## src/rtl/muldiv_unit_if.sv

```systemverilog
// muldiv_unit_if
//   Operand, control and HI/LO result bundle between the control path and
//   the iterative multiply/divide unit.
//   master: control path (drives start/op/operands/MTHI/MTLO writes)
//   slave : muldiv_unit (drives busy/done/hi/lo)
//   Signals: start, op[1:0], rs_data, rt_data, hi_we, lo_we, wdata,
//            busy, done, hi, lo
interface muldiv_unit_if #(
    parameter int WIDTH = 32
);
    logic             start;
    logic [1:0]       op;
    logic [WIDTH-1:0] rs_data;
    logic [WIDTH-1:0] rt_data;
    logic             hi_we;
    logic             lo_we;
    logic [WIDTH-1:0] wdata;
    logic             busy;
    logic             done;
    logic [WIDTH-1:0] hi;
    logic [WIDTH-1:0] lo;

    modport master (
        output start, op, rs_data, rt_data, hi_we, lo_we, wdata,
        input  busy, done, hi, lo
    );

    modport slave (
        input  start, op, rs_data, rt_data, hi_we, lo_we, wdata,
        output busy, done, hi, lo
    );
endinterface

```

## src/rtl/muldiv_unit.sv

```systemverilog
// muldiv_unit
//   Iterative MULT/MULTU/DIV/DIVU engine owning the HI/LO register pair.
//   One operation takes 34 cycles: 1 launch edge, 32 iteration edges, 1 fix edge.
//   Ports:
//     clk    - rising-edge clock
//     rst_n  - asynchronous active-low reset
//     bus    - muldiv_unit_if.slave (start/op/operands/MTHI/MTLO in, busy/done/hi/lo out)
//   Build option:
//     MULDIV_SIGNED_EN - when defined, op[0]=0 selects signed MULT/DIV; when
//                        undefined all operations are unsigned and op[0] is ignored.
//
//   state | meaning
//   ------+--------------------------------------------------------------
//   IDLE  | waiting for start; MTHI/MTLO writes accepted here
//   RUN   | 32 shift-add / restoring-divide iterations, counter 0..31
//   FIX   | sign correction, HI/LO update, done pulse
module muldiv_unit #(
    parameter int WIDTH = 32
) (
    input  logic          clk,
    input  logic          rst_n,
    muldiv_unit_if.slave  bus
);

    typedef enum logic [1:0] {
        IDLE = 2'd0,
        RUN  = 2'd1,
        FIX  = 2'd2
    } state_t;

    state_t             state_q, state_d;
    logic [4:0]         cnt_q, cnt_d;
    logic               busy_q, busy_d;
    logic               done_q, done_d;
    logic [WIDTH-1:0]   hi_q, hi_d;
    logic [WIDTH-1:0]   lo_q, lo_d;
    logic               is_div_q, is_div_d;
    logic               div0_q, div0_d;
    // opnd: multiplicand (mul) or divisor (div) magnitude
    logic [WIDTH-1:0]   opnd_q, opnd_d;
    // acc_hi: running product high half / 33-bit partial remainder
    // acc_lo: multiplier being shifted out / dividend shifting into quotient
    logic [WIDTH:0]     acc_hi_q, acc_hi_d;
    logic [WIDTH-1:0]   acc_lo_q, acc_lo_d;

    logic [WIDTH-1:0]   mag_a, mag_b;
    logic [WIDTH:0]     mul_sum;
    logic [WIDTH+1:0]   div_trial;
    logic               div_ge;
    logic [2*WIDTH-1:0] prod;
    logic [WIDTH-1:0]   quo, rem;
    logic [WIDTH-1:0]   res_hi, res_lo;

`ifdef MULDIV_SIGNED_EN
    logic signed_op, sign_a, sign_b;
    logic neg_q_q, neg_q_d;
    logic neg_r_q, neg_r_d;

    assign signed_op = ~bus.op[0];
    assign sign_a    = signed_op & bus.rs_data[WIDTH-1];
    assign sign_b    = signed_op & bus.rt_data[WIDTH-1];
    assign mag_a     = sign_a ? -bus.rs_data : bus.rs_data;
    assign mag_b     = sign_b ? -bus.rt_data : bus.rt_data;
`else
    assign mag_a     = bus.rs_data;
    assign mag_b     = bus.rt_data;
`endif

    // One iteration of each datapath; only the one matching is_div_q is used.
    always_comb begin
        mul_sum   = {1'b0, acc_hi_q[WIDTH-1:0]}
                  + (acc_lo_q[0] ? {1'b0, opnd_q} : '0);
        // acc_hi_q[WIDTH] is always 0 here since the remainder stays below the divisor
        div_trial = {acc_hi_q, acc_lo_q[WIDTH-1]} - {2'b00, opnd_q};
        div_ge    = ~div_trial[WIDTH+1];
    end

    // Final result with sign correction. Divide-by-zero still yields the
    // dividend as remainder (|A| re-signed by A's sign), so only LO needs forcing.
    always_comb begin
        prod = {acc_hi_q[WIDTH-1:0], acc_lo_q};
        quo  = acc_lo_q;
        rem  = acc_hi_q[WIDTH-1:0];
`ifdef MULDIV_SIGNED_EN
        if (neg_q_q) begin
            prod = -prod;
            quo  = -quo;
        end
        if (neg_r_q) begin
            rem = -rem;
        end
`endif
        if (is_div_q) begin
            res_hi = rem;
            res_lo = div0_q ? '1 : quo;
        end else begin
            res_hi = prod[2*WIDTH-1:WIDTH];
            res_lo = prod[WIDTH-1:0];
        end
    end

    always_comb begin
        state_d  = state_q;
        cnt_d    = cnt_q;
        done_d   = 1'b0;
        hi_d     = hi_q;
        lo_d     = lo_q;
        is_div_d = is_div_q;
        div0_d   = div0_q;
        opnd_d   = opnd_q;
        acc_hi_d = acc_hi_q;
        acc_lo_d = acc_lo_q;
`ifdef MULDIV_SIGNED_EN
        neg_q_d  = neg_q_q;
        neg_r_d  = neg_r_q;
`endif
        case (state_q)
            IDLE: begin
                if (bus.start) begin
                    is_div_d = bus.op[1];
                    div0_d   = bus.op[1] & (bus.rt_data == '0);
                    opnd_d   = bus.op[1] ? mag_b : mag_a;
                    acc_lo_d = bus.op[1] ? mag_a : mag_b;
                    acc_hi_d = '0;
                    cnt_d    = 5'd0;
`ifdef MULDIV_SIGNED_EN
                    neg_q_d  = sign_a ^ sign_b;
                    neg_r_d  = sign_a;
`endif
                    state_d  = RUN;
                end else begin
                    if (bus.hi_we) hi_d = bus.wdata;
                    if (bus.lo_we) lo_d = bus.wdata;
                end
            end
            RUN: begin
                if (is_div_q) begin
                    acc_hi_d = div_ge ? div_trial[WIDTH:0]
                                      : {acc_hi_q[WIDTH-1:0], acc_lo_q[WIDTH-1]};
                    acc_lo_d = {acc_lo_q[WIDTH-2:0], div_ge};
                end else begin
                    acc_hi_d = {1'b0, mul_sum[WIDTH:1]};
                    acc_lo_d = {mul_sum[0], acc_lo_q[WIDTH-1:1]};
                end
                cnt_d = cnt_q + 5'd1;
                if (cnt_q == 5'd31) state_d = FIX;
            end
            FIX: begin
                hi_d    = res_hi;
                lo_d    = res_lo;
                done_d  = 1'b1;
                state_d = IDLE;
            end
            default: state_d = IDLE;
        endcase
        busy_d = (state_d != IDLE);
    end

    always_ff @(posedge clk or negedge rst_n) begin
        if (!rst_n) begin
            state_q  <= IDLE;
            cnt_q    <= 5'd0;
            busy_q   <= 1'b0;
            done_q   <= 1'b0;
            hi_q     <= '0;
            lo_q     <= '0;
            is_div_q <= 1'b0;
            div0_q   <= 1'b0;
            opnd_q   <= '0;
            acc_hi_q <= '0;
            acc_lo_q <= '0;
`ifdef MULDIV_SIGNED_EN
            neg_q_q  <= 1'b0;
            neg_r_q  <= 1'b0;
`endif
        end else begin
            state_q  <= state_d;
            cnt_q    <= cnt_d;
            busy_q   <= busy_d;
            done_q   <= done_d;
            hi_q     <= hi_d;
            lo_q     <= lo_d;
            is_div_q <= is_div_d;
            div0_q   <= div0_d;
            opnd_q   <= opnd_d;
            acc_hi_q <= acc_hi_d;
            acc_lo_q <= acc_lo_d;
`ifdef MULDIV_SIGNED_EN
            neg_q_q  <= neg_q_d;
            neg_r_q  <= neg_r_d;
`endif
        end
    end

    assign bus.busy = busy_q;
    assign bus.done = done_q;
    assign bus.hi   = hi_q;
    assign bus.lo   = lo_q;

endmodule

```

## src/flat_wrapper.sv

```systemverilog
// flat-port wrapper written by rule: the top's interface ports become plain ports
module muldiv_unit_flat 
#(
    parameter int WIDTH = 32
)
  (clk, rst_n, bus_start, bus_op, bus_rs_data, bus_rt_data, bus_hi_we, bus_lo_we, bus_wdata, bus_busy, bus_done, bus_hi, bus_lo);
  muldiv_unit_if #(.WIDTH(WIDTH)) bus_i ();
  input  logic clk;
  input  logic rst_n;
  input wire logic [$bits(bus_i.start)-1:0] bus_start;
  input wire logic [$bits(bus_i.op)-1:0] bus_op;
  input wire logic [$bits(bus_i.rs_data)-1:0] bus_rs_data;
  input wire logic [$bits(bus_i.rt_data)-1:0] bus_rt_data;
  input wire logic [$bits(bus_i.hi_we)-1:0] bus_hi_we;
  input wire logic [$bits(bus_i.lo_we)-1:0] bus_lo_we;
  input wire logic [$bits(bus_i.wdata)-1:0] bus_wdata;
  output wire logic [$bits(bus_i.busy)-1:0] bus_busy;
  output wire logic [$bits(bus_i.done)-1:0] bus_done;
  output wire logic [$bits(bus_i.hi)-1:0] bus_hi;
  output wire logic [$bits(bus_i.lo)-1:0] bus_lo;
  assign bus_i.start = bus_start;
  assign bus_i.op = bus_op;
  assign bus_i.rs_data = bus_rs_data;
  assign bus_i.rt_data = bus_rt_data;
  assign bus_i.hi_we = bus_hi_we;
  assign bus_i.lo_we = bus_lo_we;
  assign bus_i.wdata = bus_wdata;
  assign bus_busy = bus_i.busy;
  assign bus_done = bus_i.done;
  assign bus_hi = bus_i.hi;
  assign bus_lo = bus_i.lo;
  muldiv_unit #(.WIDTH(WIDTH)) u_core (.clk(clk), .rst_n(rst_n), .bus(bus_i));
endmodule
```

## config.mk

```make
export PLATFORM = sky130hd
export DESIGN_NAME = muldiv_unit_flat
export DESIGN_NICKNAME = d
export VERILOG_FILES = /design/src/rtl/muldiv_unit_if.sv /design/src/rtl/muldiv_unit.sv /design/src/flat_wrapper.sv
export SDC_FILE = /design/constraint.sdc
export NUM_CORES = 1
export LEC_CHECK = 0
export CORE_ASPECT_RATIO = 1.1
export CORE_MARGIN = 5
export CORE_UTILIZATION = 50
export DETAILED_ROUTE_END_ITERATION = 8
export DONT_BUFFER_PORTS = 1
export PLACE_DENSITY = 0.74
export SYNTH_ARGS = -nofsm -noshare
export SYNTH_HDL_FRONTEND = slang
export SYNTH_SLANG_ARGS = --single-unit
export TNS_END_PERCENT = 50
```

## constraint.sdc

```tcl
create_clock -name clk -period 3.15 [get_ports clk]
set_input_delay 0.315 -clock clk [delete_from_list [all_inputs] [get_ports clk]]
set_output_delay 0.315 -clock clk [all_outputs]
set_load 0.01 [all_outputs]
```

==> run metrics <==
Rel. slew slack 0.190; Nets 1660; WP data required 3.47 ns; H-tree depth reported by CTS 4; worst-case reg-to-reg path depth 14; Design Area, Final 14000 um2; worst skew pair latency 0.45 ns; post-route setup slack 0.0420 ns; largest net degree at the start of global routing 173; crit path kind register to register; internal power 10.3 mW; Starting Density 0.507; switching share of power 0.479; Yosys cell types 73; most frequent cells in the layout nand2_1, dfrtp_1, o21ai_0, mux2i_1, nor2_1; RR Endpoint u_core.acc_hi_q[25]; pwr/cell area approximately 1400 nW/um2; Area Growth Syn to Fin 12.8%; row cnt 60; worst setup path startpoint u_core.opnd_q[0]; maximum VDD drop 0.719 mV; DR pass1 iterations 5; post-placement cell count 1766; CP max FO 3; Area after DPL 13100 um2; Lkg Pwr between 6 and 7 nW; CP max-delay cell dfrtp_1; Mapped Area 12400 um2; hpwl dp between 20000 and 30000 um; fin crit period 3.11 ns; total power ~20 mW; vias ~11000; switching pwr 9.52 mW; endpoints failing setup 0; Vias/cell around 6.2; power share of the clock group 0.106; Port Buffers 0; core footprint 24500 um2; DRT iter0 DRCs about 1100; first-pass GRT wire length ~60000 um; fmax roughly 0.32 GHz; DIE AREA 28100 um2; maxcap violations 0; failing checks negative hold slack; clk slew on worst S/H paths about 0.080 ns; register bit total from synthesis 172; Antenna Violating Nets Remaining 0; hold slack -0.435 ns; Die W between 150 and 200 um; fin util 0.572; GR Overflow Total 0; CTS Root Cell clkbuf_16; Arr. time, crit path approximately 3.4 ns; share of cells above drive strength 1 0.135; CP endpoint kind register; worst-margin pin slew approximately 1.2 ns; most common cell after layout, fill and taps aside nand2_1; post-synthesis async set-or-reset flop share 1.00; Worst R2R Setup Slack 0.04 ns; Pins Over Slew Limit 0; Flop pwr share 0.228; slowest stage delay, CP about 0.37 ns; initial antenna violation count 0; ANT cells 0; post-synthesis net count 1635; TNS Setup 0 ns; CTS tree done; Final period util 0.987; crit path launch type register; RR Startpoint u_core.opnd_q[0]; CTS sink cnt 172; total track usage 0.266; Mapped Cells 1464; TritonCTS buffer count 17; Final Hold Violating Endpoints approximately 170; logic gate share of total power 0.666; CTS Buffer Depth 2; CP cell instances buf_4 > and2_4 > ha_4 > inv_2 > fa_2 > nand2b_4 > a21o_1 > a31o_4 > o311ai_4 > a31o_1 > a211o_1 > a221oi_2 > xnor2_1 > a221o_1; Avg WL per Cell 21.4 um; Synthesis Warnings 0; syn avg cell area 8.48 um2; status complete, but fails checks; sequential cell area fraction in the yosys report 0.347; CP bufs+invs 2; number of synthesized flops with an enable pin 0; DRC Markers 0; # IOs 169; RePlAce Congestion about 0.97; Hold Crit Class input pin to async pin; dpl ws -0.173 ns; Largest delay share family, worst path compound AO/OA/AOI/OAI gates; DRT Wirelength ~39000 um; Top FF cell, synth dfrtp_1; Worst Skew 0.0150 ns; vias in the first global route 10596; RSZ-0062 raised after global routing true; Die Y 175 um; Layout Cells excl Fill 1812
-- worst max path at each step --
stage,depth (start not counted),end
floorplan,14,u_core.acc_hi_q[25]
global placement,13,u_core.acc_hi_q[32]
detailed placement,13,u_core.acc_hi_q[32]
CTS,14,u_core.acc_hi_q[26]
global route,14,u_core.acc_hi_q[26]
finish,14,u_core.acc_hi_q[25]
-- registers in the layout, indices dropped and copies added, names as in the netlist, 2 cells and up --
signal / flops
u_core.bus.hi: 32
u_core.cnt_q: 5
u_core.bus.lo: 32
u_core.acc_hi_q: 33
u_core.opnd_q: 32
u_core.state_q: 2
u_core.acc_lo_q: 32
-- timing repair --
item / in CTS / in global routing
resized for setup: 6 / 35
cloned: 0 / 2
setup endpoints to repair: 4 / 28
endpoints found under the hold margin: 172 / 172
setup buffers: 1 / 11
pin swaps: 4 / 18
-- area by class of cell --
type / count / area [um2]
Timing Repair Buffer: 90 / 736
Fill cell: 2146 / 10500
Inverter: 55 / 206
Clock buffer: 18 / 429
Sequential cell: 172 / 4310
Multi-Input combinational cell: 1153 / 7780
Tap cell: 310 / 388
Clock inverter: 14 / 146
-- cells in the mapped netlist (10+ instances only) --
master | n | area share
mux2_2 | 32 | 0.029
nor2_1 | 101 | 0.031
o21ai_0 | 146 | 0.059
clkbuf_1 | 68 | 0.021
buf_1 | 10 | 0.0030
nand2_1 | 215 | 0.065
xor2_1 | 30 | 0.021
a22oi_1 | 24 | 0.015
a21oi_1 | 97 | 0.039
a21o_1 | 27 | 0.016
nor3_1 | 10 | 0.0040
ha_1 | 66 | 0.067
a31oi_1 | 39 | 0.020
xnor2_1 | 27 | 0.019
mux2i_1 | 124 | 0.10
nand3_1 | 22 | 0.0089
dfrtp_1 | 172 | 0.35
inv_1 | 55 | 0.017
and2_1 | 38 | 0.019
o211ai_1 | 18 | 0.011
nand2b_1 | 13 | 0.0066
-- per-layer routing --
| metal | vias to the layer above | GRT usage | routed length (um) |
|---|---|---|---|
| met4 | 0 | 0.0814 | 1100 |
| li1 | 5278 | - | - |
| met1 | 5412 | 0.376 | 16700 |
| met2 | 511 | 0.414 | 17700 |
| met5 | - | 0 | 0 |
| met3 | 77 | 0.0528 | 3360 |
-- power by group through the flow --
stage                     sequential [mW]  combinational, mW  clock (mW)
after CTS                            4.48               12.2        2.12
final                                4.53               13.2        2.11
after global routing                 4.64               14.5        2.21
after floorplan                      4.13               8.90           0
after detailed placement             4.51               12.1           0
after global placement               4.49               11.9           0
-- kinds of logic after synthesis --
family / count (synthesis) / share of synthesized area
fa+ha+maj: 68 / 0.0698
compound gates: 423 / 0.210
simple gates: 449 / 0.161
xor+xnor: 57 / 0.0402
buf+inv: 139 / 0.0432
flops: 172 / 0.347
mux: 156 / 0.129
No activity file was read; power rests on OpenSTA's default activity.
